[src/rtl/jk_bank_driver.sv]
// Steps an external JK flip-flop bank one count at a time toward a requested value,
// emitting per-bit JK excitation and verifying the bank read-back after every step.
//
// state | meaning
// IDLE  | ready for a target request, bank held (J=K=0)
// DRIVE | excitation on jk_j/jk_k for one edge of the bank
// CHECK | bank held, read-back compared to the expected step value
// ERROR | read-back mismatch or step budget exhausted; waits for err_clr
module jk_bank_driver #(
  parameter int WIDTH     = 4,
  parameter int MAX_STEPS = 15
) (
  input  logic             clk,
  input  logic             reset,
  input  logic             tgt_valid,
  output logic             tgt_ready,
  input  logic [WIDTH-1:0] tgt_value,
  input  logic [WIDTH-1:0] q_in,
  output logic [WIDTH-1:0] jk_j,
  output logic [WIDTH-1:0] jk_k,
  output logic             busy,
  output logic             done,
  output logic             err,
  input  logic             err_clr,
  output logic [WIDTH-1:0] steps
);

  typedef enum logic [1:0] {
    IDLE  = 2'd0,
    DRIVE = 2'd1,
    CHECK = 2'd2,
    ERROR = 2'd3
  } state_t;

  state_t           state, state_nx;
  logic [WIDTH-1:0] tgt_r, exp_r, tgt_sel, nxt;
  logic             accept, launch, done_nx;

  // Excitation is registered one cycle ahead so it is live during DRIVE,
  // and the bank has taken exactly one step by the time CHECK samples q_in.
  assign tgt_sel = (state == IDLE) ? tgt_value : tgt_r;
  assign nxt     = (tgt_sel > q_in) ? q_in + WIDTH'(1) : q_in - WIDTH'(1);
  assign accept  = (state == IDLE) && tgt_valid;
  assign launch  = (state_nx == DRIVE);
  assign done_nx = (accept && (q_in == tgt_value)) ||
                   ((state == CHECK) && (q_in == exp_r) && (q_in == tgt_r));

  always_ff @(posedge clk) begin
    if (reset) state <= IDLE;
    else       state <= state_nx;
  end

  always_comb begin
    state_nx = state;
    case (state)
      IDLE:  if (tgt_valid && (q_in != tgt_value)) state_nx = DRIVE;
      DRIVE: state_nx = CHECK;
      CHECK: begin
        if (q_in != exp_r)                  state_nx = ERROR;
        else if (q_in == tgt_r)             state_nx = IDLE;
        else if (steps == WIDTH'(MAX_STEPS)) state_nx = ERROR;
        else                                state_nx = DRIVE;
      end
      ERROR: if (err_clr) state_nx = IDLE;
      default: state_nx = IDLE;
    endcase
  end

  always_comb begin
    tgt_ready = (state == IDLE);
    busy      = (state == DRIVE) || (state == CHECK);
    err       = (state == ERROR);
  end

  always_ff @(posedge clk) begin
    if (reset) begin
      tgt_r <= '0;
      exp_r <= '0;
      jk_j  <= '0;
      jk_k  <= '0;
      steps <= '0;
      done  <= 1'b0;
    end else begin
      done <= done_nx;
      jk_j <= launch ? (~q_in & nxt) : '0;
      jk_k <= launch ? (q_in & ~nxt) : '0;
      if (launch) exp_r <= nxt;
      if (accept) begin
        tgt_r <= tgt_value;
        steps <= '0;
      end else if (state == DRIVE) begin
        steps <= steps + WIDTH'(1);
      end
    end
  end

endmodule
[config.mk]
export PLATFORM = sky130hd
export DESIGN_NAME = jk_bank_driver
export DESIGN_NICKNAME = d
export VERILOG_FILES = /design/src/rtl/jk_bank_driver.sv
export SDC_FILE = /design/constraint.sdc
export NUM_CORES = 1
export LEC_CHECK = 0
export BUFFER_PORTS_ARGS = -buffer_cell sky130_fd_sc_hd__buf_4
export CORE_MARGIN = 2
export CORE_UTILIZATION = 57
export CTS_CLUSTER_SIZE = 8
export DETAILED_ROUTE_END_ITERATION = 6
export HOLD_SLACK_MARGIN = 0.06
export MAX_ROUTING_LAYER = met4
export PLACE_DENSITY = 0.83
export REMOVE_ABC_BUFFERS = 1
export SETUP_SLACK_MARGIN = 0.02
export SLEW_MARGIN = 20
export SYNTH_ARGS = -nofsm -noshare
export SYNTH_HDL_FRONTEND = slang
export SYNTH_SLANG_ARGS = --single-unit
[constraint.sdc]
create_clock -name clk -period 6.95 [get_ports clk]
set_clock_uncertainty 0.15 [all_clocks]
set_input_delay 0.3475 -clock clk [delete_from_list [all_inputs] [get_ports clk]]
set_output_delay 0.3475 -clock clk [all_outputs]
set_load 0.005 [all_outputs]
## After elaboration in Yosys (flattened, before gate mapping)

Cells that the tools add are included.

| storage, ports and cells | value |
|---|---|
| bits in registers | 23 |
| input port bits | 12 |
| output and inout bits | 16 |

| operators by class | value |
|---|---|
| add/sub/neg operators | 3 |
| order comparisons | 1 |
| equality and inequality tests | 10 |
| muxes and demuxes | 8 |
| bitwise operators | 5 |
| reductions and logical operators | 10 |

Operators with widths:

| operator | count |
|---|---|
| $eq A4 B4 Y1 | 3 |
| $mux W2 | 5 |
| $add A4 B1 Y4 const B | 2 |
| $and A4 B4 Y4 | 2 |
| $mux W4 | 2 |
| $ne A4 B4 Y1 | 2 |
| $not A4 Y4 | 2 |
| $pmux W2 S4 | 1 |
| $logic_and A1 B1 Y1 | 5 |
| $eq A2 B1 Y1 const B | 2 |
| $eq A2 B2 Y1 const B | 2 |
| $eq A4 B4 Y1 const B | 1 |
| $gt A4 B4 Y1 | 1 |
| $reduce_or A2 Y1 | 2 |
| $sub A4 B1 Y4 const B | 1 |
| $logic_not A2 Y1 | 1 |
| $logic_or A1 B1 Y1 | 2 |
| $not A1 Y1 | 1 |

## Logic depth before layout (Yosys ltp)

Gate-level depths: netlist of the first run.

| depth | value |
|---|---|
| depth after elaboration | 8 |
| gate-level depth with buffers | 16 |

## Worst setup path after synthesis of the first run

Ideal clock, no wire load.

| path | value |
|---|---|
| kind | register to register |
| start point | reg state[0] |
| end point | reg jk_k[3] |
| arrival time | 3.245 ns |
| path slack | 3.435 ns |
| stages on the path, launching flop included | 16 |
| buffers on the path | 1 |
| cells stage by stage | dfxtp_1 -> inv_1 -> ha_1 -> clkbuf_1 -> mux2_2 -> ha_1 -> a21oi_1 -> o21ai_0 -> nand2_1 -> ha_1 -> a21o_1 -> a21oi_1 -> xnor2_1 -> and3_1 -> or2_2 -> nor3b_1 |

| between the ends | value |
|---|---|
| cells in the longest elaborated chain, start to end | 6 |
| elaborated cells on any way between the ends | 15 |

RTL lines:

| what | line | source |
|---|---|---|
| start, declared | 35 | `state_t state, state_nx;` |
| start signal, assigned | 50 | `else state <= state_nx;` |
| $logic_not A2 Y1 (*) | - |  |
| named net tgt_ready | 16 | `output logic tgt_ready,` |
| $mux W4 | 41 | `assign tgt_sel = (state == IDLE) ? tgt_value : tgt_r;` |
| $gt A4 B4 Y1 | 42 | `assign nxt = (tgt_sel > q_in) ? q_in + WIDTH'(1) : q_in - WIDTH'(1);` |
| $mux W4 | 42 |  |
| $not A4 Y4 | 86 | `jk_k <= launch ? (q_in & ~nxt) : '0;` |
| $and A4 B4 Y4 | 86 |  |
| end signal, assigned | 86 |  |
| end, declared | 20 | `output logic [WIDTH-1:0] jk_k,` |

The timed path passes the listed nets; every way through them passes the cells marked *.
A chain may end at the register's enable or synchronous reset.

## Worst setup path in the final report of the first run

| path | value |
|---|---|
| start point | reg state[1] |
| end point | reg jk_k[3] |

| between the ends | value |
|---|---|
| cells in the longest elaborated chain, start to end | 6 |
| elaborated cells on any way between the ends | 15 |

RTL lines:

| what | line |
|---|---|
| $logic_not A2 Y1 | 41, 55 |
| $mux W4 | 41 |
| $gt A4 B4 Y1 | 42 |
| $mux W4 | 42 |
| $not A4 Y4 | 86 |
| $and A4 B4 Y4 | 86 |

Several ways; a longest one is shown, not always the timed one.

==> metrics list, run 1 <==
- The number of hold-slack violations in the final timing report is 0.
- The die covers 2720 um^2.
- The total area inside the core boundary comes to 2210 um^2.
- In the final layout, the share of cells above drive strength 1 is 0.234.
* Synthesized netlist cell count: 142
- For flop-to-flop paths, the worst setup slack is 3170 ps.
- Of the total synthesized cell area, the portion taken by full adders, half adders and majority gates is 0.129.
* EDFF count, synth: 0
* Critical R2R Capture: jk_k[3]$_SDFF_PP0_
- Via count: 1070
- Data required time at the worst endpoint: 7010 ps
- Final design area excluding fillers: 1550 um^2
- Clock-pin slew on the worst setup and hold paths: 130 ps
* Number of inserted filler cells in the final layout: 169
- Grt total ovfl: 0
- Number of nets still failing antenna checks after routing: 0
- Area growth from synthesis to layout: 16.9%
- Power spread over the standard cell area amounts to 322 nW/um^2.
* Reported leakage power: 0.669 nW
- The number of max-slew violations in the final report came to 0.
* Peak supply drop: 175 uV
- Hold repair after CTS inserted 0 buffers.
- 28 I/O pins were placed.
* Endpoint, Worst Hold: jk_j[3]$_SDFF_PP0_
- Setup repair after global routing left no endpoint under its margin.
* Width of the die: 52.2 um
- Hold-critical path depth: 2
- The root buffer cell chosen for the clock tree is clkbuf_4.
- The startpoint identified for the worst hold timing path is q_in[3].
- Antenna Diode Count: 0
* Category of the most critical setup path: reg2reg
- Summed negative setup slack over all endpoints: 0 ps
* Overall die height: 52.2 um
- Static timing analysis puts the maximum clock frequency at 0.265 GHz.
- Counting flops with an async set or reset pin after synthesis yields a share of 0.
- Fraction of synthesized cell area in xor and xnor cells: 0.118
* Count of different cell masters after synthesis: 39
- Aggregate global-route resource usage: 0.231
- Row generation in the floorplan step produced 17 rows.
- Starting density of the core: 0.598
- Arrival time reported for the critical path endpoint: 3840 ps
- Number of nets in the layout: 193
- In the final routed layout, each cell accounts on average for 13.8 um.
- Yosys printed 0 warnings.
- Post-detail-place hpwl: 2080 um
- Worst Setup Slack, final: 3170 ps
- The congestion estimate from routability-driven global placement came to 0.855.
* CTS tree: built
- Number of antenna violations at the first check in global routing: 0
* Largest fanout of any net on the critical path: 11
* Reported max-cap violation count: 0
- Vias/cell: 5.49
- IO buf count: 27
- Maximum number of pins on one net before global-route repair: 16
- Seq/Total Area, Yosys: 0.348
- Drt first-iter violations: 11
- Clock latency on the worst-skew pair, taken at its later pin, is 310 ps.
- Routed wire length: 2690 um
* PostCTS Resize Cnt: 0
- The synthesized-area fraction occupied by ao, oa, aoi and oai cells came to 0.115.
- Number of buffers between clock root and the deepest sink: 2
* Number of buffers inserted to repair setup after CTS: 0
- STA classifies the critical path endpoint as a flop.
- The clock net in this run drives a total of 23 sinks.
- In this run the critical register-to-register path is launched from state[1]$_SDFF_PP0_.
- The first global-routing pass estimated 4530 um of wire.
- Final Critical Period: 3780 ps
- The worst pin sits at a relative slew slack of 0.704.
* DRT Pass-1 Iters: 4
- Total standard cell area after synthesis: 1320 um^2
* Syn Area/Cell: 9.31 um^2
- DRC violation count after routing: 0
- Clock buffer count from CTS: 3
- Once layout is complete, the utilization of the core stands at 0.699.
- Register-to-Register Path Depth: 14
- The via count of the first global-routing pass is 1044.
* Flip-flop and latch count after synthesis: 23
* Largest family of logic cells by synthesized area: simple AND/OR/NAND/NOR gates
- OpenSTA, run right after detailed placement, puts the worst setup slack at 3230 ps.
- Dominant register cell in the synthesized netlist: dfxtp_1
- For the pin with the worst max-slew slack, the measured transition is 444 ps.
- Of the total synthesized cell area, the portion taken by AND, OR, NAND and NOR gates is 0.185.
- The worst setup path is launched from a flop.
- The portion of synthesized area spent on multiplexers is 0.0568.
- In this run the worst hold path is classified as in2reg.
- Setup violations remaining at the end of the flow were counted as 0.
- Final worst path period share: 0.544
- Once placement finished, the instance area stood at 1520 um^2.
* Result of the run: completed
- In this run the number of H-tree levels came out at 1.
-- logic make-up after synthesis --
family                   count (synthesis)
adder cells (fa/ha/maj)                 13
AO/OA/AOI/OAI                           23
flip-flops                              23
AND/OR/NAND/NOR                         47
buffers and inverters                   12
multiplexers                             7
XOR/XNOR                                17
-- registers in the layout (all words and copies together) (netlist names) --
signal and count:
exp_r 4, jk_j 4, jk_k 4, steps 4, tgt_r 4, state 2
done 1
-- cells in the final DEF (no fill, tap or decap), types with 4 or more instances in the layout --
cell      n
ha_1     12
buf_4    27
nand4_1   4
nor2_1    8
nand3_1   4
dfxtp_1  23
nand2_1  11
nor3_1    5
xor2_1    5
inv_1     6
xnor2_1  11
a21oi_1  10
-- worst max path at each step --
stage	from	endpoint
2_1_floorplan	state[0]$_SDFF_PP0_	jk_k[3]$_SDFF_PP0_
3_3_place_gp	state[0]$_SDFF_PP0_	jk_k[3]$_SDFF_PP0_
3_5_place_dp	state[1]$_SDFF_PP0_	jk_k[3]$_SDFF_PP0_
4_1_cts	state[1]$_SDFF_PP0_	jk_k[3]$_SDFF_PP0_
5_1_grt	state[1]$_SDFF_PP0_	jk_k[3]$_SDFF_PP0_
6_report	state[1]$_SDFF_PP0_	jk_k[3]$_SDFF_PP0_
-- synthesized netlist by cell type, drive strengths merged (5+ instances only) --
master / number / area share
dfxtp: 23 / 0.35
ha: 12 / 0.11
nand2: 12 / 0.036
xnor2: 11 / 0.073
a21oi: 10 / 0.038
nor2: 8 / 0.023
inv: 6 / 0.017
xor2: 6 / 0.045
nand3: 5 / 0.023
nor3: 5 / 0.019
-- critical path, stage by stage, from the launching register on --
cell	delay [ps]
dfxtp_1	360
inv_1	120
ha_1	450
mux2_2	390
ha_1	300
a21oi_1	70
o21ai_0	290
nand2_1	170
ha_1	310
a21o_1	190
a21oi_1	180
xnor2_1	110
and3_1	190
or2_2	280
nor3b_1	140
-- metrics by stage --
stage	instances	power, W	hold slack [ps]
after floorplan	136	0.000362	267
after global placement	191	0.000425	326
after detailed placement	191	0.000436	327
after CTS	195	0.000500	99.4
after global routing	195	0.000537	102
final	195	0.000498	108
-- power by group --
| part | internal, W | switching, W | leakage (nW) |
|---|---|---|---|
| Clock | 0.0000224 | 0.0000396 | 0.0150 |
| Combinational | 0.000125 | 0.000133 | 0.467 |
| Sequential | 0.000159 | 0.0000179 | 0.188 |
-- routing by layer --
layer	part of all wire	vias up	wire length (um)	global-route usage
met5	0	-	0	-
met4	0.014	0	37	0.0769
met3	0.028	5	74	0.0343
met2	0.48	18	1300	0.386
met1	0.48	503	1280	0.288
li1	-	544	-	-
-- final cells by class --
type,count,area [um^2],area share
multi-input cells,107,800,0.517
repair buffers,27,203,0.131
flip-flops and latches,23,460,0.298
clock buffers,4,26.3,0.0170
inverters,6,22.5,0.0146
well taps,28,35.0,0.0227
(Power assumes the default switching activity.)
==> inputs of run 2 (changes only) <==
CORE_UTILIZATION = 53   (was 57)
PLACE_DENSITY = 0.78   (was 0.83)
clock period = 3.77 ns   (was 6.95 ns; I/O delays follow)
==> metrics list, run 2 (same netlist as run 1, synthesis figures left out) <==
* Largest fanout of any net on the critical path: 4 (was 11)
* Peak supply drop: 355 uV (was 175 uV)
* CTS tree: built (unchanged)
- Number of buffers inserted to repair setup after CTS: 0 (unchanged)
- Clock-pin slew on the worst setup and hold paths: 120 ps (was 130 ps)
- Most common library cell in the layout ignoring fill and taps: buf_4 (unchanged)
* Clock sink total: 23 (unchanged)
- IO buf count: 27 (unchanged)
- Reported leakage power: 0.720 nW (was 0.669 nW)
* Arrival time reported for the critical path endpoint: 3530 ps (was 3840 ps)
* Number of nets still failing antenna checks after routing: 0 (unchanged)
- Width of the die: 54.0 um (was 52.2 um)
- Number of antenna violations at the first check in global routing: 0 (unchanged)
- The routed length on met3 is 75 um (was 74 um).
- The maximum buffer depth of the clock tree is 2 (unchanged).
- The number of antenna repair diodes was 0 (unchanged).
* DRT Pass-1 Iters: 4 (unchanged)
- The power per standard cell area came to 563 nW/um^2 (was 322 nW/um^2).
- The cell at the root of the clock tree was clkbuf_4 (unchanged).
- Result of the run: completed (unchanged).
* Placement Rows: 18 (was 17)
- The CTS H-tree depth came to 1 (unchanged).
* Starting density of the core: 0.549 (was 0.598)
- Most frequent cells in the layout: 28 x buf_4, 23 x dfxtp_1, 12 x ha_1 (was 27 x buf_4, 23 x dfxtp_1, 12 x ha_1)
- Final setup violating endpoints: 0 (unchanged)
- Routed metal-1 wirelength: 1190 um (was 1280 um)
- The area added between synthesis and finish was 26.0% (was 16.9%).
* Final worst path period share: 0.923 (was 0.544)
- The layout filler cell count came to 188 (was 169).
- The slew at the pin closest to its max-slew limit came to 310 ps (was 444 ps).
- The final sum of negative setup slack came to 0 ps (unchanged).
* Final Total Pwr: 0.000938 W (was 0.000498 W)
* Reported max-cap violation count: 0 (unchanged)
* Post-detail-place hpwl: 2190 um (was 2080 um)
- The I/O pin count came to 28 (unchanged).
- The kind of critical path is reg2reg (unchanged).
* Share of cells above drive strength 1: 0.223 (was 0.234)
- Via count: 1125 (was 1070)
- The tightest hold margin was 119 ps (was 108 ps).
- Vias/cell: 5.38 (was 5.49)
- The leftover overflow at the end of global routing came to 0 (unchanged).
* RSZ-0062 raised after global routing: no (unchanged)
- Routed length on met2: 1450 um (was 1300 um)
- Highest clock rate: 0.287 GHz (was 0.265 GHz)
- The final core utilization came to 0.692 (was 0.699).
- First-pass GRT wire length: 4540 um (was 4530 um)
* Critical Path Sink Type: flop (unchanged)
- Overall die area: 2910 um^2 (was 2720 um^2)
- The number of max-slew violations in the final report came to 0 (unchanged).
* Core box area: 2410 um^2 (was 2210 um^2)
- Number of global-route vias before repair: 1090 (was 1044)
- The pin count of the biggest net entering global routing is 16 (unchanged).
- The kind of start point of the critical path was a flop (unchanged).
* Uppermost signal routing layer after detailed routing: met4 (unchanged)
- The global placer's final weighted congestion was 0.874 (was 0.855).
* Mean routed wirelength per cell: 13.3 um (was 13.8 um)
- The initial detailed-routing violation count is 12 (was 11).
- The chip height is 54.0 um (was 52.2 um).
* Hold Fails Final Rpt: 0 (unchanged)
- The flip-flop and latch area is 460 um^2 (unchanged).
- Clock insertion delay at the later pin of the skew report: 300 ps (was 310 ps)
- The critical path required time came to 3820 ps (was 7010 ps).
* Final Critical Period: 3480 ps (was 3780 ps)
- The worst-case headroom to the max-slew limit is 0.791 (was 0.704).
- The path class of the lowest-slack min-delay path is in2reg (unchanged).
- DRC violation count after routing: 0 (unchanged)
- Clock buffer count from CTS: 3 (unchanged)
- The footprint of the multi-input gates is 800 um^2 (unchanged).
* Number of nets in the layout: 205 (was 193)
* Aggregate global-route resource usage: 0.225 (was 0.231)
* Routed wire length: 2770 um (was 2690 um)
==> run 2: path summary, 6_finish.rpt <==
check / from / end / slack [ps] / cells past startpoint
max: state[1]$_SDFF_PP0_ / jk_k[3]$_SDFF_PP0_ / 290 / 14
min: err_clr / state[0]$_SDFF_PP0_ / 120 / 4
max reg2reg: state[1]$_SDFF_PP0_ / jk_k[3]$_SDFF_PP0_ / 290 / 14
min reg2reg: exp_r[1]$_SDFFE_PP0N_ / exp_r[1]$_SDFFE_PP0N_ / 350 / 2
==> run 2: layout make-up <==
| class | instances | share of cell area |
|---|---|---|
| Sequential cell | 23 | 0.276 |
| Tap cell | 30 | 0.0225 |
| Multi-Input combinational cell | 107 | 0.480 |
| Clock buffer | 4 | 0.0158 |
| Timing Repair Buffer | 39 | 0.192 |
| Inverter | 6 | 0.0135 |
==> run 2: per-stage QoR <==
| step | instance area, um^2 | std cells | setup slack [ps] |
|---|---|---|---|
| 3_3_place_gp | 1530 | 194 | 425 |
| 2_1_floorplan | 1280 | 136 | 376 |
| 4_1_cts | 1670 | 209 | 184 |
| 5_1_grt | 1670 | 209 | 92.3 |
| 6_report | 1670 | 209 | 289 |
| 3_5_place_dp | 1530 | 194 | 216 |
==> run 2: power by group <==
part	internal, W	switching (W)
Combinational	0.000250	0.000247
Sequential	0.000293	0.0000349
Clock	0.0000412	0.0000710
==> run 2: layer usage <==
layer,GRT usage,vias to the layer above
met5,-,-
met4,0.111,0
met3,0.0361,8
met2,0.390,26
met1,0.247,524
li1,-,567
==> run 2: critical path, cell delays in order, from the launching register on <==
cell     delay (ps)
dfxtp_1         370
inv_1           130
ha_1            250
mux2_2          360
ha_1            300
a21oi_1          70
o21ai_1         220
nand2_1         160
ha_1            310
a21o_1          180
a21oi_1         160
xnor2_1          90
and3_1          190
or2_2           280
nor3b_1         140
==> run 2: timing repair <==
action / 4_1_cts / 5_1_grt
resized for setup: 0 / 1
endpoints found under the setup margin: 0 / 2
hold buffers: 11 / 0
hold endpoints to repair: 15 / 0
